===== src/rtl/regfile_sb.sv =====
// rtl/regfile_sb.sv - multi-port register file with write bypass and load busy scoreboard
// Two write ports (A = ALU, B = load return, A wins on collision) and NREAD combinational reads.
module regfile_sb #(
  parameter int DW      = 32,
  parameter int AW      = 3,
  parameter int NREAD   = 2,
  parameter int BYPASS  = 1,
  parameter int ZERO_R0 = 0
) (
  input  logic                clk,
  input  logic                n_rst,
  input  logic [NREAD*AW-1:0] ra,
  output logic [NREAD*DW-1:0] rd,
  output logic [NREAD-1:0]    rbusy,
  input  logic [AW-1:0]       wa_a,
  input  logic [DW-1:0]       wd_a,
  input  logic                we_a,
  input  logic [AW-1:0]       wa_b,
  input  logic [DW-1:0]       wd_b,
  input  logic                we_b,
  input  logic [AW-1:0]       iss_a,
  input  logic                iss_v,
  output logic                any_busy
);

  localparam int DEPTH = 1 << AW;

  logic [DW-1:0]    mem_q [DEPTH];
  logic [DW-1:0]    mem_d [DEPTH];
  logic [DEPTH-1:0] busy_q;
  logic [DEPTH-1:0] busy_d;

  logic wr_a_ok;
  logic wr_b_ok;
  logic iss_ok;

  // r0 is inert when hardwired to zero: no write, no issue, no bypass.
  assign wr_a_ok = we_a && !((ZERO_R0 != 0) && (wa_a == '0));
  assign wr_b_ok = we_b && !((ZERO_R0 != 0) && (wa_b == '0));
  assign iss_ok  = iss_v && !((ZERO_R0 != 0) && (iss_a == '0));

  always_comb begin
    mem_d  = mem_q;
    busy_d = busy_q;
    if (wr_b_ok) mem_d[wa_b] = wd_b;
    if (wr_a_ok) mem_d[wa_a] = wd_a;
    if (we_b)    busy_d[wa_b] = 1'b0;
    // A fresh issue overrides a same-cycle load return to that register.
    if (iss_ok)  busy_d[iss_a] = 1'b1;
  end

  always_ff @(posedge clk or negedge n_rst) begin
    if (!n_rst) begin
      for (int i = 0; i < DEPTH; i++) mem_q[i] <= '0;
      busy_q <= '0;
    end else begin
      for (int i = 0; i < DEPTH; i++) mem_q[i] <= mem_d[i];
      busy_q <= busy_d;
    end
  end

  assign any_busy = |busy_q;

  for (genvar k = 0; k < NREAD; k++) begin : g_rd
    logic [AW-1:0] a;
    logic          is_zero;
    logic          byp_a;
    logic          byp_b;

    assign a       = ra[k*AW +: AW];
    assign is_zero = (ZERO_R0 != 0) && (a == '0);
    assign byp_a   = n_rst && (BYPASS != 0) && wr_a_ok && (wa_a == a);
    assign byp_b   = n_rst && (BYPASS != 0) && wr_b_ok && (wa_b == a);

    assign rd[k*DW +: DW] = is_zero ? '0 :
                            byp_a   ? wd_a :
                            byp_b   ? wd_b : mem_q[a];
    assign rbusy[k]       = is_zero ? 1'b0 : busy_q[a];
  end

endmodule


===== config.mk =====
export PLATFORM = sky130hd
export DESIGN_NAME = regfile_sb
export DESIGN_NICKNAME = d
export VERILOG_FILES = /design/src/rtl/regfile_sb.sv
export SDC_FILE = /design/constraint.sdc
export NUM_CORES = 1
export LEC_CHECK = 0
export ABC_AREA = 1
export CAP_MARGIN = 20
export CELL_PAD_IN_SITES_DETAIL_PLACEMENT = 1
export CELL_PAD_IN_SITES_GLOBAL_PLACEMENT = 1
export CORE_ASPECT_RATIO = 0.9
export CORE_MARGIN = 4
export CORE_UTILIZATION = 35
export DETAILED_ROUTE_END_ITERATION = 6
export HOLD_SLACK_MARGIN = 0.06
export PLACE_DENSITY = 0.67
export SKIP_LAST_GASP = 1
export SLEW_MARGIN = 20
export SYNTH_ARGS = -nofsm -noshare
export SYNTH_HDL_FRONTEND = slang
export SYNTH_SLANG_ARGS = --single-unit

===== constraint.sdc =====
create_clock -name clk -period 3.6 [get_ports clk]
set_clock_uncertainty 0.15 [all_clocks]
set_input_delay 0.72 -clock clk [delete_from_list [all_inputs] [get_ports clk]]
set_output_delay 0.72 -clock clk [all_outputs]
set_load 0.01 [all_outputs]

==> flow_summary.yaml <==
run_status:
  run_status: "finished, violations left"
  violations: "setup timing"
critical_path:
  critPathKind: "in -> out"
  crit_path_end_kind: "primary output"
  crit_fanout: 9
  cpLargestDelayFamily: "buffers and inverters"
  cpMostUsedCell: "nand2_1"
  cp_num_buf_inv: 5
  cp_slowest_cell: "clkdlybuf4s50_1"
  startpoint_type: "input port"
  crit_chain: "dlygate4sd2_1 > nand2_1 > inv_1 > nand2_1 > nor2_4 > nand2_2 > buf_12 > buf_4 > nand3_1 > nand3_1 > nand2_1 > clkdlybuf4s50_1"
  cp_data_arrival_time_ns: 2.74
  max_stage_delay_ns: 0.55
  required_ns: 2.73
clocking:
  cts-root-buf: "clkbuf_16"
  clockBufferDepth: 3
  cts_buffers: 35
  insertion_delay_ns: 0.53
  cts_htree_levels: 2
  cts.sink_count: 264
  cts_tree: "done"
  clk_pin_slew_worst_paths_ns: 0.06
timing:
  post-route-period-util: 1.00
  finalCriticalPeriod_ns: 3.61
  max_slew_margin: 0.320
  hold_viol: 0
  rsz0062_at_grt: "yes"
  setup_slack_ns: -0.00604
  finalMaxSlewViolations: 0
  tightestPinTransition_ns: 1.02
  max_freq_mhz: 277
  setup_violations: 1
cells_and_area:
  fill_cells: 6879
  area_growth_pct: 22.7
  layout.nets: 3151
  final_cells: 3788
  drive_gt1_frac: 0.0919
place:
  pre_cts_ws_ns: -0.345
  gp_congestion: 0.877
  dp_cells: 3721
  port_buffers: 150
  hpwlAfterDp_um: 62300
detailed_routing:
  drtAntennaViolNets: 0
  drtIter0Drc: 2332
  route.detailed.drc: 0
  drt_first_pass_iters: 5
  vias_per_cell: 6.07
  routed_wl_um: 98600
  routedWlPerCell_um: 26.0
  vias: 23000
logic_synthesis:
  synth_nets: 3064
  netlist_instances: 2980
  ys_seq_area_frac: 0.348
  synth-seq-cells: 264
  synth.area.top_cells: "dfrtp_1 (35%), nand2_1 (18%), nand3_1 (17%)"
  post_synth.cell_area_avg_sq_um: 6.36
  synthesis.area_sq_mm: 0.0190
  yosysWarnings: 0
  yosysTopAreaCell: "dfrtp_1"
  synth_cell_types: 24
  yosysTopAreaCellShare: 0.348
global_routing:
  grt.total_usage: 0.333
  antenna_found_initial: 3
  grt_max_degree: 151
  grt_pass1_vias: 23500
  grt-ovfl-total: 0
  grt_pass1_wl_um: 149000
run:
  maxCapViolations: 0
floorplanning:
  die_h_um: 229
  initial_utilization: 0.356
  coreArea_sq_mm: 0.0533
  die_area_sq_mm: 0.0580
  die_w_um: 253
  row_count: 80
  io_pins: 151
worst_hold_path:
  worstHoldPathType: "in -> async"
power:
  irDropWorstVdd_mv: 0.263
  powerDensity_mw_per_mm2: 474
  leakagePower_nw: 11.3
==> logic make-up after synthesis <==
| group | after synthesis | share of synthesized area |
|---|---|---|
| flip-flops | 264 | 0.348 |
| XOR/XNOR | 3 | 0.00139 |
| AND/OR/NAND/NOR | 1710 | 0.385 |
| AO/OA/AOI/OAI | 483 | 0.156 |
| buffers and inverters | 520 | 0.110 |
==> synthesized netlist by cell type <==
library cell  count
nor2_2            4
xor2_1            3
nand2_1         902
o21a_1           16
nor2_1          141
o211ai_1        140
nand3_1         631
nor4_1            2
nor3_1           18
a21oi_1          31
inv_2             4
buf_4             2
buf_1            25
clkbuf_1        171
dfrtp_1         264
clkbuf_2          1
nand3b_1         11
nor2_4            1
inv_1           221
o22ai_1          18
buf_2            93
o21ai_0         180
a31oi_1          98
clkinv_1          3
==> sequential cells by signal, summed over array words and instances, names as in the netlist <==
signal,cells
busy_q,8
mem_q,256
==> what timing repair did <==
item                       4_1_cts  5_1_grt
setup buffers                    3        1
hold buffers                     1        0
cloned                           1        0
gates resized for setup         65        9
setup endpoints to repair       64       35
hold endpoints to repair        22        0
pin swaps                        3        3
==> metal layers <==
metal  GRT usage  vias to the layer above  part of all wire
met2       0.527                     1118              0.45
met4       0.128                        2             0.041
met1       0.455                    11500              0.42
li1            -                    10100                 -
met5           0                        -           0.00013
met3      0.0576                      306             0.083
==> through the flow <==
step | area, sq um | utilization | setup TNS, ns | hold slack (ns) | power [mW]
4_1_cts | 23200 | 0.436 | -0.526 | 0.147 | 11.0
2_1_floorplan | 19000 | - | 0 | 0.274 | 6.09
5_1_grt | 23300 | 0.437 | -0.191 | 0.176 | 11.6
3_5_place_dp | 22100 | 0.416 | -12.92 | 0.364 | 7.62
6_report | 23300 | 0.437 | -0.00604 | 0.132 | 11.0
3_3_place_gp | 22100 | 0.416 | -10.95 | 0.357 | 7.46
==> cells in the final DEF, fill, tap and decap left out, types with 37 or more instances in the layout <==
cell	synthesis	final
nand3_1	631	630
o211ai_1	140	140
o21ai_0	180	180
clkbuf_16	0	37
inv_1	221	219
nor2_1	141	137
dfrtp_1	264	264
nand2_1	902	882
a31oi_1	98	98
clkdlybuf4s50_1	0	75
buf_4	2	148
buf_12	0	44
dlygate4sd2_1	0	60
==> worst paths after layout <==
check	endpoint	startpoint	cells after the start	slack, ns
max	rd[53]	we_b	12	-0.006
min	mem_q[199]	n_rst	2	0.13
max reg2reg	mem_q[230]	mem_q[230]	4	2.53
min reg2reg	busy_q[1]	busy_q[1]	2	0.38
max in group asynchronous	mem_q[186]	n_rst	3	1.80
min in group clk	busy_q[1]	busy_q[1]	2	0.38
==> power breakdown <==
part	leakage, nW	total, mW	switching [mW]	internal [mW]
clock	0.529	3.46	1.46	2.00
sequential	3.08	4.02	0.409	3.61
combinational	7.68	3.53	2.19	1.34
total	11.3	11.0	4.06	6.95
==> layout make-up <==
| class | instances | area (sq um) | area share |
|---|---|---|---|
| Antenna cell | 2 | 5.00 | 0.000215 |
| Clock buffer | 55 | 1050 | 0.0453 |
| Clock inverter | 4 | 20.0 | 0.000861 |
| Inverter | 228 | 861 | 0.0370 |
| Multi-Input combinational cell | 2196 | 10400 | 0.446 |
| Sequential cell | 264 | 6610 | 0.284 |
| Tap cell | 697 | 872 | 0.0375 |
| Timing Repair Buffer | 342 | 3460 | 0.149 |
No activity file was read; power rests on OpenSTA's default activity.
